`src/rtl/rv32i_types.sv`:
```
// Shared types and constants for the branch-predictor PHT port arbiter.
package rv32i_types;

  localparam int PHT_IDX_W     = 8;
  localparam int PHT_QDEPTH    = 4;
  localparam int PHT_MAX_DEFER = 3;

  // One pending counter update: which PHT slot and the new 2-bit value.
  typedef struct packed {
    logic [PHT_IDX_W-1:0] idx;
    logic [1:0]           ctr;
  } pht_upd_t;

endpackage

```
`src/rtl/pht_upd_fifo.sv`:
```
// Circular update queue. Entries are also presented in age order
// (index 0 = oldest) with per-slot valid bits so the arbiter can
// forward the newest matching update to a lookup.
module pht_upd_fifo
  import rv32i_types::*;
#(
  parameter int  QDEPTH = PHT_QDEPTH,
  localparam int PTR_W  = (QDEPTH > 1) ? $clog2(QDEPTH) : 1,
  localparam int CNT_W  = PTR_W + 1
) (
  input  logic                    clk,
  input  logic                    rst,
  input  logic                    push,
  input  pht_upd_t                push_data,
  input  logic                    pop,
  output pht_upd_t                head,
  output logic [CNT_W-1:0]        count,
  output pht_upd_t [QDEPTH-1:0]   entries,
  output logic [QDEPTH-1:0]       valid
);

  pht_upd_t          mem [QDEPTH];
  logic [PTR_W-1:0]  wr_ptr_reg;
  logic [PTR_W-1:0]  rd_ptr_reg;
  logic [CNT_W-1:0]  count_reg;

  // Pointer and occupancy bookkeeping; pointers wrap naturally (power-of-2 depth).
  always_ff @(posedge clk) begin
    if (rst) begin
      wr_ptr_reg <= '0;
      rd_ptr_reg <= '0;
      count_reg  <= '0;
    end else begin
      if (push) wr_ptr_reg <= wr_ptr_reg + PTR_W'(1);
      if (pop)  rd_ptr_reg <= rd_ptr_reg + PTR_W'(1);
      case ({push, pop})
        2'b10:   count_reg <= count_reg + CNT_W'(1);
        2'b01:   count_reg <= count_reg - CNT_W'(1);
        default: count_reg <= count_reg;
      endcase
    end
  end

  // Entry storage; contents need no reset because count gates validity.
  always_ff @(posedge clk) begin
    if (push) mem[wr_ptr_reg] <= push_data;
  end

  assign head  = mem[rd_ptr_reg];
  assign count = count_reg;

  generate
    for (genvar gi = 0; gi < QDEPTH; gi++) begin : g_order
      assign entries[gi] = mem[rd_ptr_reg + PTR_W'(gi)];
      assign valid[gi]   = CNT_W'(gi) < count_reg;
    end
  endgenerate

endmodule

```
`src/rtl/pht_port_arbiter.sv`:
```
// Shares a single-port PHT between fetch lookups and queued EX updates.
// Lookups win the port unless the queue is full or its head has waited
// MAX_DEFER cycles; idle cycles drain the queue opportunistically.
module pht_port_arbiter
  import rv32i_types::*;
#(
  parameter int IDX_W     = PHT_IDX_W,
  parameter int QDEPTH    = PHT_QDEPTH,
  parameter int MAX_DEFER = PHT_MAX_DEFER
) (
  input  logic             clk,
  input  logic             rst,
  input  logic             lk_req,
  input  logic [IDX_W-1:0] lk_idx,
  output logic             lk_grant,
  output logic             lk_valid,
  output logic [1:0]       lk_ctr,
  input  logic             upd_req,
  input  logic [IDX_W-1:0] upd_idx,
  input  logic [1:0]       upd_ctr,
  output logic             upd_ready,
  output logic             pht_we,
  output logic [IDX_W-1:0] pht_addr,
  output logic [1:0]       pht_wdata,
  input  logic [1:0]       pht_rdata
);

  localparam int PTR_W = (QDEPTH > 1) ? $clog2(QDEPTH) : 1;
  localparam int CNT_W = PTR_W + 1;
  localparam int DEF_W = (MAX_DEFER < 1) ? 1 : $clog2(MAX_DEFER + 1);

  logic [CNT_W-1:0]      count;
  pht_upd_t              head;
  pht_upd_t              push_data;
  pht_upd_t [QDEPTH-1:0] entries;
  logic [QDEPTH-1:0]     entry_valid;

  logic [DEF_W-1:0]      defer_cnt_reg;
  logic                  lk_valid_reg;
  logic                  fwd_hit_reg;
  logic [1:0]            fwd_ctr_reg;
  logic                  fwd_hit_next;
  logic [1:0]            fwd_ctr_next;

  logic                  has_entries;
  logic                  force_drain;
  logic                  do_write;
  logic                  push;

  assign has_entries = (count != '0);
  assign force_drain = has_entries &&
                       ((count == CNT_W'(QDEPTH)) || (defer_cnt_reg == DEF_W'(MAX_DEFER)));
  // Reset suppresses all port activity so queued updates are discarded unwritten.
  assign do_write    = !rst && has_entries && (force_drain || !lk_req);
  assign lk_grant    = !rst && lk_req && !force_drain;
  assign upd_ready   = (count < CNT_W'(QDEPTH));
  assign push        = !rst && upd_req && upd_ready;

  assign push_data.idx = upd_idx;
  assign push_data.ctr = upd_ctr;

  assign pht_we    = do_write;
  assign pht_addr  = do_write ? head.idx : lk_idx;
  assign pht_wdata = do_write ? head.ctr : 2'b00;

  pht_upd_fifo #(.QDEPTH(QDEPTH)) u_fifo (
    .clk       (clk),
    .rst       (rst),
    .push      (push),
    .push_data (push_data),
    .pop       (do_write),
    .head      (head),
    .count     (count),
    .entries   (entries),
    .valid     (entry_valid)
  );

  // Newest matching update wins: scan oldest-to-newest, then the same-cycle enqueue.
  always_comb begin
    fwd_hit_next = 1'b0;
    fwd_ctr_next = 2'b00;
    for (int k = 0; k < QDEPTH; k++) begin
      if (entry_valid[k] && (entries[k].idx == lk_idx)) begin
        fwd_hit_next = 1'b1;
        fwd_ctr_next = entries[k].ctr;
      end
    end
    if (push && (upd_idx == lk_idx)) begin
      fwd_hit_next = 1'b1;
      fwd_ctr_next = upd_ctr;
    end
  end

  // Lookup response: valid one cycle after grant, with forwarding captured at grant.
  always_ff @(posedge clk) begin
    if (rst) begin
      lk_valid_reg <= 1'b0;
      fwd_hit_reg  <= 1'b0;
      fwd_ctr_reg  <= 2'b00;
    end else begin
      lk_valid_reg <= lk_grant;
      if (lk_grant) begin
        fwd_hit_reg <= fwd_hit_next;
        fwd_ctr_reg <= fwd_ctr_next;
      end
    end
  end

  // Starvation guard: count cycles the queue waits without a write, saturating.
  always_ff @(posedge clk) begin
    if (rst) begin
      defer_cnt_reg <= '0;
    end else if (do_write || !has_entries) begin
      defer_cnt_reg <= '0;
    end else if (defer_cnt_reg != DEF_W'(MAX_DEFER)) begin
      defer_cnt_reg <= defer_cnt_reg + DEF_W'(1);
    end
  end

  assign lk_valid = lk_valid_reg;
  assign lk_ctr   = !lk_valid_reg ? 2'b01 : (fwd_hit_reg ? fwd_ctr_reg : pht_rdata);

endmodule

```
`config.mk`:
```
export PLATFORM = sky130hd
export DESIGN_NAME = pht_port_arbiter
export DESIGN_NICKNAME = d
export VERILOG_FILES = /design/src/rtl/rv32i_types.sv /design/src/rtl/pht_upd_fifo.sv /design/src/rtl/pht_port_arbiter.sv
export SDC_FILE = /design/constraint.sdc
export NUM_CORES = 1
export LEC_CHECK = 0
export ABC_CLOCK_PERIOD_IN_PS = 2600
export BUFFER_PORTS_ARGS = -buffer_cell sky130_fd_sc_hd__buf_4
export CAP_MARGIN = 20
export CORE_ASPECT_RATIO = 0.7
export CORE_MARGIN = 4
export CORE_UTILIZATION = 54
export CTS_CLUSTER_SIZE = 8
export DETAILED_ROUTE_END_ITERATION = 16
export PLACE_DENSITY = 0.81
export REMOVE_ABC_BUFFERS = 1
export SKIP_LAST_GASP = 1
export SLEW_MARGIN = 20
export SYNTH_ARGS = -nofsm -noshare
export SYNTH_HDL_FRONTEND = slang
export SYNTH_SLANG_ARGS = --single-unit
```
`constraint.sdc`:
```
create_clock -name clk -period 2.6 [get_ports clk]
set_clock_uncertainty 0.1 [all_clocks]
set_input_delay 0.13 -clock clk [delete_from_list [all_inputs] [get_ports clk]]
set_output_delay 0.13 -clock clk [all_outputs]
set_load 0.005 [all_outputs]
```
Word level (Yosys, flattened, before mapping)
Memory sizes are Yosys's and may differ from the RTL's. A register that Yosys moved wholly into a read port is not among the register bits.
Cells that the tools add are included.

word-level totals
  bits in registers = 13
  bits in writable memories = 40
  input port bits = 24
  output and inout port bits = 16
  logic and storage cells = 71
  memories kept = 1

operators by class
  add/subtract/negate cells = 7
  magnitude comparators = 5
  equal/unequal tests = 10
  muxes and demuxes = 19
  reduce and logical (&&, ||, !) cells = 22

memories
  memory      words  width  rd ports  clocked after memory_dff  wr ports  RTL line            source
  u_fifo.mem  4      10     4         1                         1         pht_upd_fifo.sv:22  pht_upd_t mem [QDEPTH];

operators with widths
  operator                                            number
  == test 8 bit                                       5
  two-way mux 2 bit                                   10
  logical AND 1 bit                                   12
  two-way mux 8 bit                                   1
  two-way mux 1 bit                                   7
  adder 2 x 1 -> 2 bit (second input constant)        3
  < comparator 1 x 3 -> 1 bit (first input constant)  2
  < comparator 2 x 3 -> 1 bit (first input constant)  2
  case mux 3 bit (2 select lines)                     1
  adder 2 bit (second input constant)                 2
  == test 2 bit (second input constant)               2
  logical NOT 1 bit                                   4
  adder 3 x 1 -> 3 bit (second input constant)        1
  == test 3 bit (second input constant)               1
  logical OR 1 bit                                    3
  < comparator 3 bit (second input constant)          1
  nonzero test 3 bit                                  1
  subtractor 3 x 1 -> 3 bit (second input constant)   1
  == test 2 x 1 -> 1 bit (second input constant)      1
  != test 2 bit (second input constant)               1
  nonzero test 2 bit                                  1
  OR reduction 2 bit                                  1

Logic depth before layout (Yosys ltp)
Gate-level depths: netlist of the first run.
An unclocked memory read counts as a cell.

  word-level depth = 8
  depth in mapped cells = 11
  depth with buffers taken out = 11

Cells and area by module
A second synthesis of the first run with hierarchy kept.

second synthesis, totals
  cells, all modules = 283
  area total of the unflattened synthesis = 3886.2 um2

modules (own cells, without submodules)
  module            instances  cells an instance  area an instance (um2)  seq. area each (um2)
  pht_upd_fifo      1          150                2778.9                  1381.3
  pht_port_arbiter  1          133                1107.3                  120.1

Worst setup path before layout of the first run
No wires, ideal clock.

  path type = register to register
  start = reg u_fifo.count_reg[0], in the netlist u_fifo.count[0]
  end = reg u_fifo.count_reg[2], in the netlist u_fifo.count[2]
  library setup time = 0.071 ns
  data arrival time = 2.347 ns
  required time = 2.429 ns
  setup slack = 0.082 ns
  stages on the path, launching flop included = 11
  buffers on the path = 0
  clock period less this slack = 2.518 ns
  cells stage by stage = dfxtp_1 > inv_1 > ha_1 > nor2b_1 > o22ai_1 > and2_1 > or3_1 > clkinv_1 > ha_1 > or3_1 > a21oi_1

between the ends
  cells in the longest elaborated chain, start to end = 7
  elaborated cells on any way between the ends = 15
  classes of those cells = 2 x add/sub; 1 x order compare; 3 x eq/ne; 1 x mux; 8 x reduce/logical

RTL lines
  item                                                                   RTL line                source
  start: declaration                                                     pht_upd_fifo.sv:25      logic [CNT_W-1:0] count_reg;
  start signal: assignment                                               pht_upd_fifo.sv:37      2'b10: count_reg <= count_reg + CNT_W'(1);
  start signal: assignment                                               pht_upd_fifo.sv:38      2'b01: count_reg <= count_reg - CNT_W'(1);
  start signal: assignment                                               pht_upd_fifo.sv:39      default: count_reg <= count_reg;
  == test 3 bit                                                          pht_port_arbiter.sv:52  ((count == CNT_W'(QDEPTH)) || (defer_cnt_reg == DEF_W'(MAX_DEFER)));
  logical OR 1 bit                                                       pht_port_arbiter.sv:52
  logical AND 1 bit                                                      pht_port_arbiter.sv:51  assign force_drain = has_entries &&
  logical OR 1 bit                                                       pht_port_arbiter.sv:54  assign do_write = !rst && has_entries && (force_drain || !lk_req);
  logical AND 1 bit (*)                                                  pht_port_arbiter.sv:54
  named net pht_we                                                       pht_port_arbiter.sv:22  output logic pht_we,
  == test 2 x 1 -> 1 bit or == test 2 bit (tied branches)                pht_upd_fifo.sv:36      case ({push, pop})
  case mux 3 bit (2 select lines) or nonzero test 2 bit (tied branches)  -

The timed path passes the listed nets; every way through them passes the cells marked *.
A chain may end at the register's enable or synchronous reset.

==> results of run 1 <==
-- final timing paths --
check,from,end
min,lk_req,fwd_hit_reg
max reg2reg,u_fifo.mem[0][8],fwd_ctr_reg[1]
min reg2reg,fwd_ctr_reg[1],fwd_ctr_reg[1]
max,u_fifo.mem[0][8],fwd_ctr_reg[1]
-- cells in the final DEF, fill, tap and decap left out, types with 6 or more instances in the layout --
cell,n
buf_4,50
edfxtp_1,40
xnor2_1,35
mux4_2,32
nand2_1,23
mux2i_1,19
xor2_1,13
nor2_1,12
inv_1,12
dlygate4sd3_1,11
dfxtp_1,10
ha_1,8
and2_1,6
nand3_1,6
o21ai_0,6
-- repair_timing --
action | CTS | global route
resized for setup | 4 | 21
setup buffers | 0 | 2
hold buffers | 11 | 0
endpoints found under the setup margin | 3 | 15
hold endpoints to repair | 48 | 0
pin swaps | 0 | 2
-- area by class of cell --
cell class,instances,area [µm²],share of cell area (%)
clock buffers,6,72.6,1.63
flip-flops and latches,55,1510,34.0
repair buffers,67,571,12.8
inverters,13,48.8,1.10
clock inverters,2,12.5,0.281
multi-input cells,210,2110,47.5
well taps,94,118,2.64
-- per-stage QoR --
step	power, W	hold WS (ns)	cells	TNS, ns	util (%)
after floorplan	0.00136	0.0991	278	-1.28	-
after global placement	0.00155	0.247	426	0	61.8
after detailed placement	0.00157	0.253	426	-0.114	61.8
after CTS	0.00205	0.124	445	0	64.7
after global routing	0.00216	0.142	447	-0.0211	65.9
final	0.00205	0.135	447	0	65.9
-- worst max-delay path, stage by stage (launching register included) --
cell	delay, ns
edfxtp_1	0.45
mux4_2	0.50
xor2_1	0.16
nor4_2	0.31
nand3_2	0.17
a2111oi_2	0.36
a211oi_1	0.10
o31ai_2	0.25
-- metal layers --
layer / part of all wire [%] / up-vias / GRT usage [%]
met5: 0 / - / 0
met4: 1.4 / 0 / 5.55
met3: 6.3 / 12 / 4.57
met2: 49 / 80 / 34.8
met1: 43 / 1300 / 28.9
li1: - / 1217 / -
-- cell families after synthesis --
family                     count (synthesis)
xor gates and xnor gates                  48
muxes                                     54
and+or+nand+nor                           70
buffers and inverters                     35
adders and majority gates                 10
AOI/OAI and AO/OA                         28
DFF                                       55
-- where the power goes --
part	internal, W	switching [W]
combinational	0.000295	0.000276
clock	0.000189	0.000280
sequential	0.000980	0.0000330
==> summary.md, run 1 <==
| Metric | Value |
|---|---|
| Outcome | finished, final reports clean |
| Sequential area share after synthesis | 40.1% |
| Post-synth ARST share | 0% |
| Share of cells above drive strength 1 | 32.9% |
| Reg clk slew, reported paths | 0.10 ns |
| Nets | 386 |
| Worst R2R Setup Slack | 0.13 ns |
| First-pass GRT wire length | 13700 µm |
| Most frequent cell after synthesis | edfxtp_1 |
| Mux contribution to synthesized area | 25.7% |
| DRT Pass-1 Iters | 4 |
| Core Area | 6760 µm² |
| Layout area overhead | 18.9% |
| GPL Wtd Cong | 0.841 |
| Tmin final | 2.47 ns |
| ANT nets after route | 0 |
| WL per Instance | 18.6 µm |
| Worst skew pair latency | 0.32 ns |
| Place WS | -0.0772 ns |
| Critical Path RT | 2.73 ns |
| Hold path cells | 4 |
| Count of final max-slew check failures | 0 |
| Netlist cell types | 41 |
| Post-placement cell area | 4170 µm² |
| Post-Synth XOR/XNOR Area | 11.2% |
| CP max FO | 4 |
| Complex-gate fraction of the synthesized area | 5.35% |
| Max_cap viols | 0 |
| GRT overflow | 0 |
| Vias/cell | 5.84 |
| Clock Tree Buf Depth | 2 |
| I/O Pins | 40 |
| 1st-iter DRT viols | 128 |
| Slew @ Worst Pin | 0.648 ns |
| DIE AREA | 8350 µm² |
| CTS tree | built |
| Setup slack after layout | 0.130 ns |
| Simple-gate share of the synthesized area | 9.76% |
| Final Hold Vio Count | 0 |
| Diodes inserted | 0 |
| Die Span Y | 77.7 µm |
| Worst hold path class | input port to register |
| Synth Instances | 300 |
| Cells on worst reg2reg path | 7 |
| CTS root buf | clkbuf_8 |
| Mapped Area | 3740 µm² |
| FP Rows | 25 |
| Final worst path period share | 95.0% |
| Starting Density | 55.4% |
| CP Capture Type | register |
| Fillers | 510 |
| VDD IR max | 0.308 mV |
| Avg Synthesized Cell Area | 12.5 µm² |
| Crit path kind | register to register |
| Antenna violations before repair | 0 |
| Area fraction of the dominant cell type after synthesis | 32.1% |
| Post-synthesis adder-cell area fraction | 3.34% |
| F_max | 405 MHz |
| Crit path launch type | register |
| Slew margin rel. | 56.8% |
| Detailed Place HPWL | 6280 µm |
| Yosys warnings | 0 |
| Ys flop type | edfxtp_1 |
| Register bit total from synthesis | 55 |
| Cell Pwr Density | 462 nW/µm² |
| Leak Pwr | 1.53 nW |
| Main combinational cell family by area after synthesis | multiplexers |
| DR vias | 2609 |
| Leading post-synthesis cells by cell area | edfxtp_1, mux4_2, xnor2_1, dfxtp_1, mux2i_1 |
| Pin count of the biggest net entering global routing | 20 |
| Final Cell Area | 4450 µm² |
| CTS sink cnt | 55 |
| Number of synthesized flops with an enable pin | 40 |
| Num CTS Buffers | 5 |
| IO Port Bufs | 39 |
| Final wirelength | 8320 µm |
| Synth area leader | edfxtp_1 |
| Gr usage total | 21.2% |
| WP data arrival | 2.60 ns |
| Flip-flop count of the largest register after layout | 40 |
| # H-tree levels | 2 |
| DRC viols | 0 |
| Vias in the first global route | 2712 |
| Die X | 108 µm |
| Setup-failing EPs final | 0 |
| Top cell types by occurrence after synthesis | edfxtp_1, xnor2_1, mux4_2, nand2_1, mux2i_1 |
(Power assumes the default switching activity.)
==> inputs of run 2 (changes only) <==
Settings changed: CORE_MARGIN 4 to not set.
==> run 2 against run 1 <==
Compared with the run above:
- sequential power about the same
- maximum frequency decreased by 1.4%
- count of clock-buffer cells in the layout did not move
- combinational power rose by 1%
- flip-flop and latch count is the same
- hold slack gained 0.011 ns
- largest cell class unchanged
==> summary.md, run 2 (synthesis results as in run 1) <==
| Metric | Value |
|---|---|
| Outcome | finished, final reports clean |
| Nets | 389 (+0.78%) |
| Crit path kind | register to register |
| CP max FO | 19 (+15) |
| Diodes inserted | 0 (unchanged) |
| Cell Pwr Density | 457 nW/µm² (-1.0%) |
| FP Rows | 24 (-4.0%) |
| Cells on worst reg2reg path | 8 (+1) |
| Die Span Y | 71.7 µm (-7.7%) |
| # H-tree levels | 2 (unchanged) |
| Die X | 102 µm (-5.6%) |
| Crit path launch type | register |
| WP data arrival | 2.64 ns (+0.04 ns) |
| Detailed Place HPWL | 5910 µm (-5.9%) |
| Max_cap viols | 0 (unchanged) |
| Most frequent cells in the layout | buf_4, edfxtp_1, xnor2_1 |
| CP Capture Type | register |
| Total Power | 0.00206 W (+0.12%) |
| Worst hold path class | input port to register |
| Reg clk slew, reported paths | 0.09 ns (about the same) |
| Commonest non-fill, non-tap cell in the layout | buf_4 |
| Slowest cell on the critical path | mux4_2 |
| Unrepaired setup endpoints after global routing | true |
| Setup slack after layout | 0.0933 ns (-0.0362 ns) |
| GRT met1 Usage | 34.6% (+5.7 points) |
| DR vias | 2645 (+1.4%) |
| Worst skew pair latency | 0.31 ns (about the same) |
| Critical Path RT | 2.73 ns (about the same) |
| Crit path buf inv count | 1 (+1) |
| WL per Instance | 19.0 µm (+2.0%) |
| CTS tree | built |
| Pin count of the biggest net entering global routing | 34 (+70%) |
| I/O Pins | 40 (unchanged) |
| Flip-flop count of the largest register after layout | 40 (unchanged) |
| Place WS | 0.00150 ns (+0.0787 ns) |
| Slew @ Worst Pin | 0.651 ns (+0.00372 ns) |
| FF+latch area | 1510 µm² (-0.17%) |
| Layout area overhead | 20.3% |
| Leak Pwr | 1.55 nW (+1.0%) |
| CTS root buf | clkbuf_8 |
| Gr busiest metal | met2 |
| Tmin final | 2.51 ns (+0.0362 ns) |
| DRC viols | 0 (unchanged) |
| Num CTS Buffers | 5 (unchanged) |
| Slew margin rel. | 56.6% (-0.25 points) |
| Setup_tns | 0 ns (unchanged) |
| Starting Density | 58.0% (+2.6 points) |
| GRT overflow | 0 (unchanged) |
| GR Util met3 | 5.85% (+1.3 points) |
| ANT nets after route | 0 (unchanged) |
| Vias in the first global route | 2542 (-6.3%) |
| Clock Tree Buf Depth | 2 (unchanged) |
| Final wirelength | 8490 µm (+2.0%) |
| 1st-iter DRT viols | 182 (+42%) |
| Final Hold Vio Count | 0 (unchanged) |
| CP max stage delay | 0.53 ns (+0.03 ns) |
| Vias/cell | 5.92 (+1.4%) |
| First-pass GRT wire length | 13000 µm (-5.0%) |
| F_max | 399 MHz (-1.4%) |
| Setup-failing EPs final | 0 (unchanged) |
| VDD IR max | 0.246 mV (-20%) |
| CTS sink cnt | 55 (unchanged) |
| Final core occ | 69.7% (+3.9 points) |
| DRT Pass-1 Iters | 5 (+1) |
| Fillers | 465 (-8.8%) |
| CP Depth | 8 (+1) |
| Finished Layout Cells | 447 (unchanged) |
| Hold path cells | 4 (unchanged) |
| Met2 usage | 38.0% (+3.2 points) |
| Core Area | 6460 µm² (-4.4%) |
| Dpl cells | 422 (-0.94%) |
| Multi-input combinational cell area | 2140 µm² (+1.1%) |
| IO Port Bufs | 39 (unchanged) |
| Count of final max-slew check failures | 0 (unchanged) |
| Critical-path cell list | buf_12, mux4_2, xnor2_1, o2111ai_1, a21oi_2, and2_1, a211oi_1, o31ai_2 |
| Share of cells above drive strength 1 | 33.1% (+0.28 points) |
| Family with the most delay on the worst path | compound AO/OA/AOI/OAI gates |
| GPL Wtd Cong | 0.804 (-4.4%) |
| Gr usage total | 24.2% (+2.9 points) |
| DIE AREA | 7270 µm² (-13%) |
| Final worst path period share | 96.4% (+1.4 points) |
| Antenna violations before repair | 0 (unchanged) |
## run 2: cell types whose count changed in the layout (fill, tap and decap cells not counted), sizes merged
cell / previous run / this run
clkinvlp: 0 / 1
clkinv: 3 / 2
buf: 56 / 58
clkbuf: 6 / 7
## run 2: routing by layer
metal  part of all wire, %  vias up
li1                      -     1224
met1                    44     1320
met2                    49       96
met3                   6.3        5
met4                  0.54        0
met5                     0        -
## run 2: layout make-up
| cell class | instances | share of cell area [%] |
|---|---|---|
| multi-input combinational | 210 | 47.5 |
| sequential | 55 | 33.5 |
| timing repair buffer | 70 | 13.5 |
| inverter | 13 | 1.08 |
| clock inverter | 2 | 0.278 |
| tap | 91 | 2.53 |
| clock buffer | 6 | 1.61 |
## run 2: through the flow
step	area, µm²	hold slack, ns
6_report	4500	0.147
2_1_floorplan	3620	0.0991
3_3_place_gp	4160	0.245
5_1_grt	4500	0.169
4_1_cts	4360	0.145
3_5_place_dp	4160	0.249
## run 2: worst paths after layout
kind,startpoint,end,slack [ns]
worst max-delay path,u_fifo.rd_ptr_reg[0],fwd_ctr_reg[0],0.09
worst min-delay path,lk_req,fwd_hit_reg,0.15
worst max register to register,u_fifo.rd_ptr_reg[0],fwd_ctr_reg[0],0.09
worst min register to register,fwd_ctr_reg[1],fwd_ctr_reg[1],0.42
## run 2: tightest hold or removal path, cell delays in order
cell,delay [ns]
buf_4,0.08
and2_1,0.12
buf_4,0.12
a211oi_1,0.05
## run 2: power by group
group	total, W	switching [W]	internal, W
Sequential	0.00101	0.0000331	0.000979
Clock	0.000465	0.000276	0.000189
Combinational	0.000579	0.000286	0.000293
Total	0.00206	0.000595	0.00146
## run 2: what timing repair did
item,4_1_cts,5_1_grt
setup endpoints to repair,3,14
pin swaps,0,2
endpoints found under the hold margin,46,0
gates cloned,0,1
hold buffers,11,0
buffers inserted,0,5
resized for setup,4,20
